## src/rtl/cat_apb_regs.sv

```systemverilog
// cat_apb_regs: APB register bank with a pixel FIFO draining to image memory and recognizer core start/status.
// Optional macro CAT_APB_PSLVERR_EN reports illegal accesses on pslverr; when undefined pslverr is tied low.
module cat_apb_regs #(
   parameter int DATA_W     = 32,
   parameter int PIX_W      = 8,
   parameter int IMG_AW     = 12,
   parameter int FIFO_DEPTH = 4
) (
   input  logic              pclock,
   input  logic              rst,
   input  logic              psel,
   input  logic              penable,
   input  logic              pwrite,
   input  logic [7:0]        paddr,
   input  logic [DATA_W-1:0] pwdata,
   input  logic              wr_en,
   output logic [DATA_W-1:0] prdata,
   output logic              pslverr,
   output logic              core_start,
   input  logic              core_done,
   input  logic              core_result,
   output logic              img_valid,
   input  logic              img_ready,
   output logic [IMG_AW-1:0] img_addr,
   output logic [PIX_W-1:0]  img_data
);

   localparam int FA_W  = $clog2(FIFO_DEPTH);
   localparam int CNT_W = FA_W + 1;
   localparam logic [CNT_W-1:0] DEPTH_C = CNT_W'(FIFO_DEPTH);

   localparam logic [2:0] IDX_CTRL    = 3'd0;
   localparam logic [2:0] IDX_STATUS  = 3'd1;
   localparam logic [2:0] IDX_PTR     = 3'd2;
   localparam logic [2:0] IDX_DATA    = 3'd3;
   localparam logic [2:0] IDX_SCRATCH = 3'd4;

   typedef enum logic [1:0] {IDLE, START, BUSY} core_state_t;

   core_state_t       state_reg, state_next;
   logic [IMG_AW-1:0] img_ptr_reg;
   logic [DATA_W-1:0] scratch_reg;
   logic              done_reg, ovf_reg, result_reg;
   logic [FA_W-1:0]   wr_ptr_reg, rd_ptr_reg;
   logic [CNT_W-1:0]  count_reg;

   logic [IMG_AW-1:0] entry_addr [FIFO_DEPTH];
   logic [PIX_W-1:0]  entry_data [FIFO_DEPTH];

   logic [2:0] idx;
   logic       wr_ctrl, wr_status, wr_ptr_w, wr_data, wr_scratch;
   logic       soft_clr, start_req, busy;
   logic       fifo_empty, fifo_full, pop, push, drop, done_set;
   logic       rd_access;
   logic [DATA_W-1:0] status_word;

   wire unused_paddr = &{1'b0, paddr[7:5], paddr[1:0]};

   assign idx        = paddr[4:2];
   assign wr_ctrl    = wr_en && (idx == IDX_CTRL);
   assign wr_status  = wr_en && (idx == IDX_STATUS);
   assign wr_ptr_w   = wr_en && (idx == IDX_PTR);
   assign wr_data    = wr_en && (idx == IDX_DATA);
   assign wr_scratch = wr_en && (idx == IDX_SCRATCH);
   assign soft_clr   = wr_ctrl && pwdata[1];
   assign start_req  = wr_ctrl && pwdata[0];
   assign busy       = (state_reg != IDLE);

   assign fifo_empty = (count_reg == '0);
   assign fifo_full  = (count_reg == DEPTH_C);
   // A pop frees the slot before the push is judged, so full+pop still accepts the push.
   assign pop        = !fifo_empty && img_ready;
   assign push       = wr_data && (!fifo_full || pop);
   assign drop       = wr_data && fifo_full && !pop;
   assign done_set   = (state_reg == BUSY) && core_done;

   always_comb begin
      state_next = state_reg;
      case (state_reg)
         IDLE:    if (start_req && fifo_empty) state_next = START;
         START:   state_next = BUSY;
         BUSY:    if (core_done) state_next = IDLE;
         default: state_next = IDLE;
      endcase
   end

   always_ff @(posedge pclock or negedge rst) begin
      if (!rst) begin
         state_reg   <= IDLE;
         img_ptr_reg <= '0;
         scratch_reg <= '0;
         done_reg    <= 1'b0;
         ovf_reg     <= 1'b0;
         result_reg  <= 1'b0;
         wr_ptr_reg  <= '0;
         rd_ptr_reg  <= '0;
         count_reg   <= '0;
      end else begin
         state_reg <= state_next;
         if (done_set)
            result_reg <= core_result;
         // Completion from the core takes priority over any same-cycle clear.
         if (done_set)
            done_reg <= 1'b1;
         else if (soft_clr || (wr_status && pwdata[1]))
            done_reg <= 1'b0;
         if (drop)
            ovf_reg <= 1'b1;
         else if (soft_clr || (wr_status && pwdata[3]))
            ovf_reg <= 1'b0;
         if (wr_scratch)
            scratch_reg <= pwdata;
         if (soft_clr) begin
            img_ptr_reg <= '0;
            wr_ptr_reg  <= '0;
            rd_ptr_reg  <= '0;
            count_reg   <= '0;
         end else begin
            if (wr_ptr_w)
               img_ptr_reg <= pwdata[IMG_AW-1:0];
            else if (push)
               img_ptr_reg <= img_ptr_reg + 1'b1;
            if (push)
               wr_ptr_reg <= wr_ptr_reg + 1'b1;
            if (pop)
               rd_ptr_reg <= rd_ptr_reg + 1'b1;
            count_reg <= count_reg + CNT_W'(push) - CNT_W'(pop);
         end
      end
   end

   generate
      for (genvar gi = 0; gi < FIFO_DEPTH; gi++) begin : g_entry
         logic [IMG_AW-1:0] addr_reg;
         logic [PIX_W-1:0]  data_reg;
         always_ff @(posedge pclock or negedge rst) begin
            if (!rst) begin
               addr_reg <= '0;
               data_reg <= '0;
            end else if (push && (wr_ptr_reg == FA_W'(gi))) begin
               addr_reg <= img_ptr_reg;
               data_reg <= pwdata[PIX_W-1:0];
            end
         end
         assign entry_addr[gi] = addr_reg;
         assign entry_data[gi] = data_reg;
      end
   endgenerate

   assign img_valid  = !fifo_empty;
   assign img_addr   = fifo_empty ? '0 : entry_addr[rd_ptr_reg];
   assign img_data   = fifo_empty ? '0 : entry_data[rd_ptr_reg];
   assign core_start = (state_reg == START);

   always_comb begin
      status_word      = '0;
      status_word[0]   = busy;
      status_word[1]   = done_reg;
      status_word[2]   = result_reg;
      status_word[3]   = ovf_reg;
      status_word[6:4] = 3'(count_reg);
   end

   assign rd_access = psel && penable && !pwrite;

   always_comb begin
      prdata = '0;
      if (rd_access) begin
         case (idx)
            IDX_STATUS:  prdata = status_word;
            IDX_PTR:     prdata = DATA_W'(img_ptr_reg);
            IDX_SCRATCH: prdata = scratch_reg;
            default:     prdata = '0;
         endcase
      end
   end

`ifdef CAT_APB_PSLVERR_EN
   always_comb begin
      pslverr = 1'b0;
      if (psel && penable) begin
         if (idx > IDX_SCRATCH)
            pslverr = 1'b1;
         else if (pwrite && (idx == IDX_STATUS) && !pwdata[1] && !pwdata[3])
            pslverr = 1'b1;
         else if (pwrite && (idx == IDX_DATA) && fifo_full)
            pslverr = 1'b1;
         else if (pwrite && (idx == IDX_CTRL) && pwdata[0] && busy)
            pslverr = 1'b1;
      end
   end
`else
   assign pslverr = 1'b0;
`endif

endmodule

```

## config.mk

```make
export PLATFORM = sky130hd
export DESIGN_NAME = cat_apb_regs
export DESIGN_NICKNAME = d
export VERILOG_FILES = /design/src/rtl/cat_apb_regs.sv
export SDC_FILE = /design/constraint.sdc
export NUM_CORES = 1
export LEC_CHECK = 0
export ABC_AREA = 1
export CAP_MARGIN = 20
export CORE_MARGIN = 1.5
export CORE_UTILIZATION = 40
export DETAILED_ROUTE_END_ITERATION = 6
export REMOVE_ABC_BUFFERS = 1
export SYNTH_ARGS = -nofsm -noshare
export SYNTH_HDL_FRONTEND = slang
export SYNTH_SLANG_ARGS = --single-unit
```

## constraint.sdc

```tcl
create_clock -name pclock -period 6.6 [get_ports pclock]
set_clock_uncertainty 0.1 [all_clocks]
set_input_delay 1.32 -clock pclock [delete_from_list [all_inputs] [get_ports pclock]]
set_output_delay 1.32 -clock pclock [all_outputs]
set_load 0.02 [all_outputs]
```

# Word-level counts from Yosys, hierarchy flattened
# Index checks and enable logic that the tools add are counted.
# totals
register_bits,136
latch_bits,0
ramBits,0
mem_bits_ro,0
in_bits,49
output_inout_bits,55
elab_cells,100
n_memories,0
# op_classes
n_addsub,5
n_mul,0
n_div,0
order_cmp,1
n_eq_ne,12
n_shift,0
muxes,25
bitwise_logic,1
n_reduce_logical,39
# op_table
operator,count
$pmux W32 S3,1
$mux W12,6
$mux W32,1
$bmux W12 S2,1
$mux W8,3
$logic_and A1 B1 Y1,21
$bmux W8 S2,1
$add A12 B1 Y12 const B,1
$mux W2,6
$reduce_bool A2 Y1,5
$eq A2 B2 Y1 const B,3
$eq A3 B2 Y1 const B,2
$eq A3 B3 Y1 const B,2
$logic_not A3 Y1,2
$pmux W2 S3,1
$add A2 B1 Y2 const B,2
$eq A2 B1 Y1 const B,2
$logic_not A1 Y1,4
$logic_not A2 Y1,2
$mux W1,4
$ne A2 B2 Y1 const B,2
$add A3 B1 Y3,1
$eq A3 B1 Y1 const B,1
$ge A3 B3 Y1 const B,1
6 further kinds,8

# Longest topological paths before layout
# depth
ltp_word,8
mapped_depth,13
ltp_nobuf,11

# Worst setup path before layout
# Ideal clock, no wire load.
# synth_timing
path_type,input to output
start,in psel
end,out prdata[12]
arrival_ns,2.411
required_time_ns,5.180
path_slack_ns,2.769
path_stages,5
n_path_buf,1
cell_sequence,nand2_1 > nor2_1 > clkinv_1 > clkbuf_1 > nor2_1
# synth_between
elab_chain_cells,3
# synth_rtl
element,line_no,source
from (decl),11,"input logic psel,"
$logic_and A1 B1 Y1 (2 in series),164,assign rd_access = psel && penable && !pwrite;
$mux W32,168,if (rd_access) begin
to (decl),17,"output logic [DATA_W-1:0] prdata,"
# Every way passes these cells.

# Worst setup path in the final report
# layout_timing
start,in paddr[3]
end,out prdata[2]
# layout_between
elab_chain_cells,3
word_cells_on_any_way,5
classes_between,eq/ne: 3; mux: 2
# layout_rtl
element,line_no,source
from (decl),14,"input logic [7:0] paddr,"
$eq A3 B3 Y1 (tied with other cells),169,case (idx)
$pmux W32 S3 *,169,
$mux W32 *,168,
# Every way passes the cells marked *; elsewhere a longest branch is shown, timed or not.

==> impl_metrics.yaml <==
critical_path:
  end_kind: "output port"
  cp_num_cells: 9
  rr_startpoint: "count_reg[1]$_DFF_PN0_"
  critPathRequiredTime_ps: 5180
  crit_path_start: "paddr[3]"
  slowest_stage: "clkdlybuf4s50_1"
  rr_endpoint: "count_reg[1]$_DFF_PN0_"
  rr_worst_depth: 10
  worst_path_most_repeated_cell: "nand2_1"
  cp_max_fo: 33
  crit_chain: "clkdlybuf4s50_1 -> nor2_2 -> nand2_1 -> inv_2 -> nand2_1 -> o211ai_1 -> nand2_1 -> inv_1 -> clkdlybuf4s50_1"
  cpPeakStageDelay_ps: 600
  path_delay_family: "buffers and inverters"
  cp.arrival_ps: 3620
  cp-start-kind: "input pin"
  crit_buf_inv: 4
  worstSetupEndpoint: "prdata[2]"
  r2r_setup_slack_ps: 4140
  crit_type: "in2out"
flow_run:
  drv_cap: 0
power:
  power.density_mw_per_mm2: 431.3
  peakVddDrop_mv: 0.2017
  leakage_nw: 3.791
timing:
  worst-slew-pin-transition_ps: 926.7
  period_needed_ps: 5035
  tns_ps: 0
  slew-limit-headroom_pct: 38.22
  timing.final.hold_violations: 0
  period_share_pct: 76.29
  max_freq_ghz: 0.1986
  setup_viol: 0
  final-max-slew-violation-count: 0
  rsz0062_at_grt: "no"
clocking:
  htreeDepth: 4
  cts_tree: "yes"
  cts_hold_buffers: 0
  cts_resized: 0
  cts.sinks: 136
  cts_buffers: 17
  clock_path_buffers: 2
  clk_latency_ps: 420
  post_cts_buffers: 0
  cts_root_buf: "clkbuf_16"
  clkSlewWorstSetupHoldPaths_ps: 60
placement:
  dp_cells: 1117
  place_congestion: 0.7851
  hpwl_mm: 11.51
  portBuffers: 97
layout:
  layout.cells.non_filler: 1149
  final_common_cell: "nand2_1"
  syn_to_final_growth_pct: 24.52
  fin_nets: 973
  final_cell_mix: "226 x nand2_1, 136 x dfrtp_1, 103 x o21ai_0, 96 x clkdlybuf4s50_1, 84 x inv_1"
  largest_reg_flops: 48
  antenna_cells: 0
  drive_gt1_share_pct: 8.504
synthesis:
  yosysWarningCount: 0
  ys_ff_latch: 136
  synth.yosys.seq_area_share_pct: 49.59
  syn_inst: 841
  yosysUniqueCellTypes: 40
  avgSynthCellArea_um2: 8.160
  synthesis.area_mm2: 0.006863
floorplan:
  start_util_pct: 41.09
  die-area_mm2: 0.01795
  rows: 47
  ios: 104
  fp.coreArea_mm2: 0.01670
  die_w_um: 134.0
  dieHeight_um: 134.0
global_route:
  grt_use_total_pct: 21.04
  grt_pass1_wl_mm: 28.95
  grt_max_degree: 98
  antenna_found_initial: 0
  gr-total-overflow: 0
  first_global_vias: 5522
drt:
  ant_nets: 0
  drt_pass1_iterations: 5
  vias: 5757
  totalWireLength_mm: 18.15
  via_per_inst: 5.010
  drc: 0
  first_iter_violations: 445
  wl_per_cell_um: 15.80
worst_hold_path:
  hold_path_class: "reg2reg"
status:
  outcome: "complete, no violations"
worst reg2reg max path, cell delays in order, from the launching register on:
cell and delay [ps]:
dfrtp_1 440, nor2_1 130, nand2_1 130, nand2_4 310, ha_1 310, inv_1 60, ha_1 120, inv_1 40
fa_1 410, or2_2 290, inv_1 50
through the flow:
step / utilization, % / cell area [um2] / total power [mW] / hold slack (ps) / setup WS (ps)
floorplan: - / 6634 / 2.158 / 345.4 / 2533
global placement: 47.55 / 7941 / 2.709 / 358.0 / 1567
detailed placement: 47.55 / 7941 / 2.736 / 364.5 / 1567
CTS: 51.17 / 8546 / 3.720 / 377.8 / 1564
global route: 51.17 / 8546 / 3.925 / 395.5 / 1350
finish: 51.17 / 8546 / 3.686 / 373.2 / 1565
routing by layer:
layer  track usage (%)  vias to the layer above  wire, um
met1             26.40                     2721      7898
met5                 0                        -         0
met2             35.54                      146      8976
met4             6.884                        0       189
met3             5.329                       15      1087
li1                  -                     2875         -
final cells by class:
| class | instances | area, um2 |
|---|---|---|
| clock buffer | 17 | 425.4 |
| clock inverter | 15 | 178.9 |
| fill | 1637 | 8155 |
| inverter | 87 | 326.6 |
| multi-input combinational | 569 | 2904 |
| sequential | 136 | 3403 |
| tap | 220 | 275.3 |
| timing repair buffer | 105 | 1032 |
Yosys cell counts (all sizes together):
cell type  count  area [um2]
buf           25       138.9
nand3         26       135.1
ha             7       87.58
nor4           1       6.260
nor2          47       206.5
nor3           1       5.000
fa             1       20.02
a31oi          1       6.260
o211ai         4       30.03
conb           1       3.750
o21a          24       180.2
inv           86       322.8
xor2           1       8.760
nand3b         4       30.03
o31ai          1       7.510
and3           1       6.260
nand2        228       865.8
o221ai         2       17.52
o22ai          2       12.51
or2            2       12.51
mux2          26       292.8
clkinv         1       3.750
o21ai        114       570.5
xnor2          2       17.52
nand4          4       25.02
clkbuf        24       90.09
a21oi         69       356.6
dfrtp        136        3403
worst min-delay path by stage:
stage	end	from	cells after the start	slack [ps]
finish	g_entry[3].data_reg[5]$_DFFE_PN0P_	g_entry[3].data_reg[5]$_DFFE_PN0P_	2	370
global route	g_entry[3].data_reg[5]$_DFFE_PN0P_	g_entry[3].data_reg[5]$_DFFE_PN0P_	2	400
CTS	g_entry[3].data_reg[5]$_DFFE_PN0P_	g_entry[3].data_reg[5]$_DFFE_PN0P_	2	380
detailed placement	g_entry[3].data_reg[5]$_DFFE_PN0P_	g_entry[3].data_reg[5]$_DFFE_PN0P_	2	360
global placement	g_entry[3].data_reg[5]$_DFFE_PN0P_	g_entry[3].data_reg[5]$_DFFE_PN0P_	2	360
floorplan	g_entry[0].addr_reg[8]$_DFFE_PN0P_	g_entry[0].addr_reg[8]$_DFFE_PN0P_	2	350
where the power goes:
group,switching [mW],internal (mW),total (mW)
Sequential,0.180,1.16,1.34
Clock,0.382,0.594,0.976
Combinational,0.791,0.579,1.37
kinds of logic (layout without fill, tap and decap cells):
kind of cell    count (synthesis)  after routing  share of synthesized area [%]
buf+inv                       136            224                          8.095
simple gates                  314            314                          18.83
fa+ha+maj                       8              8                          1.568
mux                            26             26                          4.266
flops                         136            136                          49.59
compound gates                217            217                          17.21
xor+xnor                        3              3                         0.3829
other cells                     1              1                        0.05464
Power figures use the tool's default switching activity.
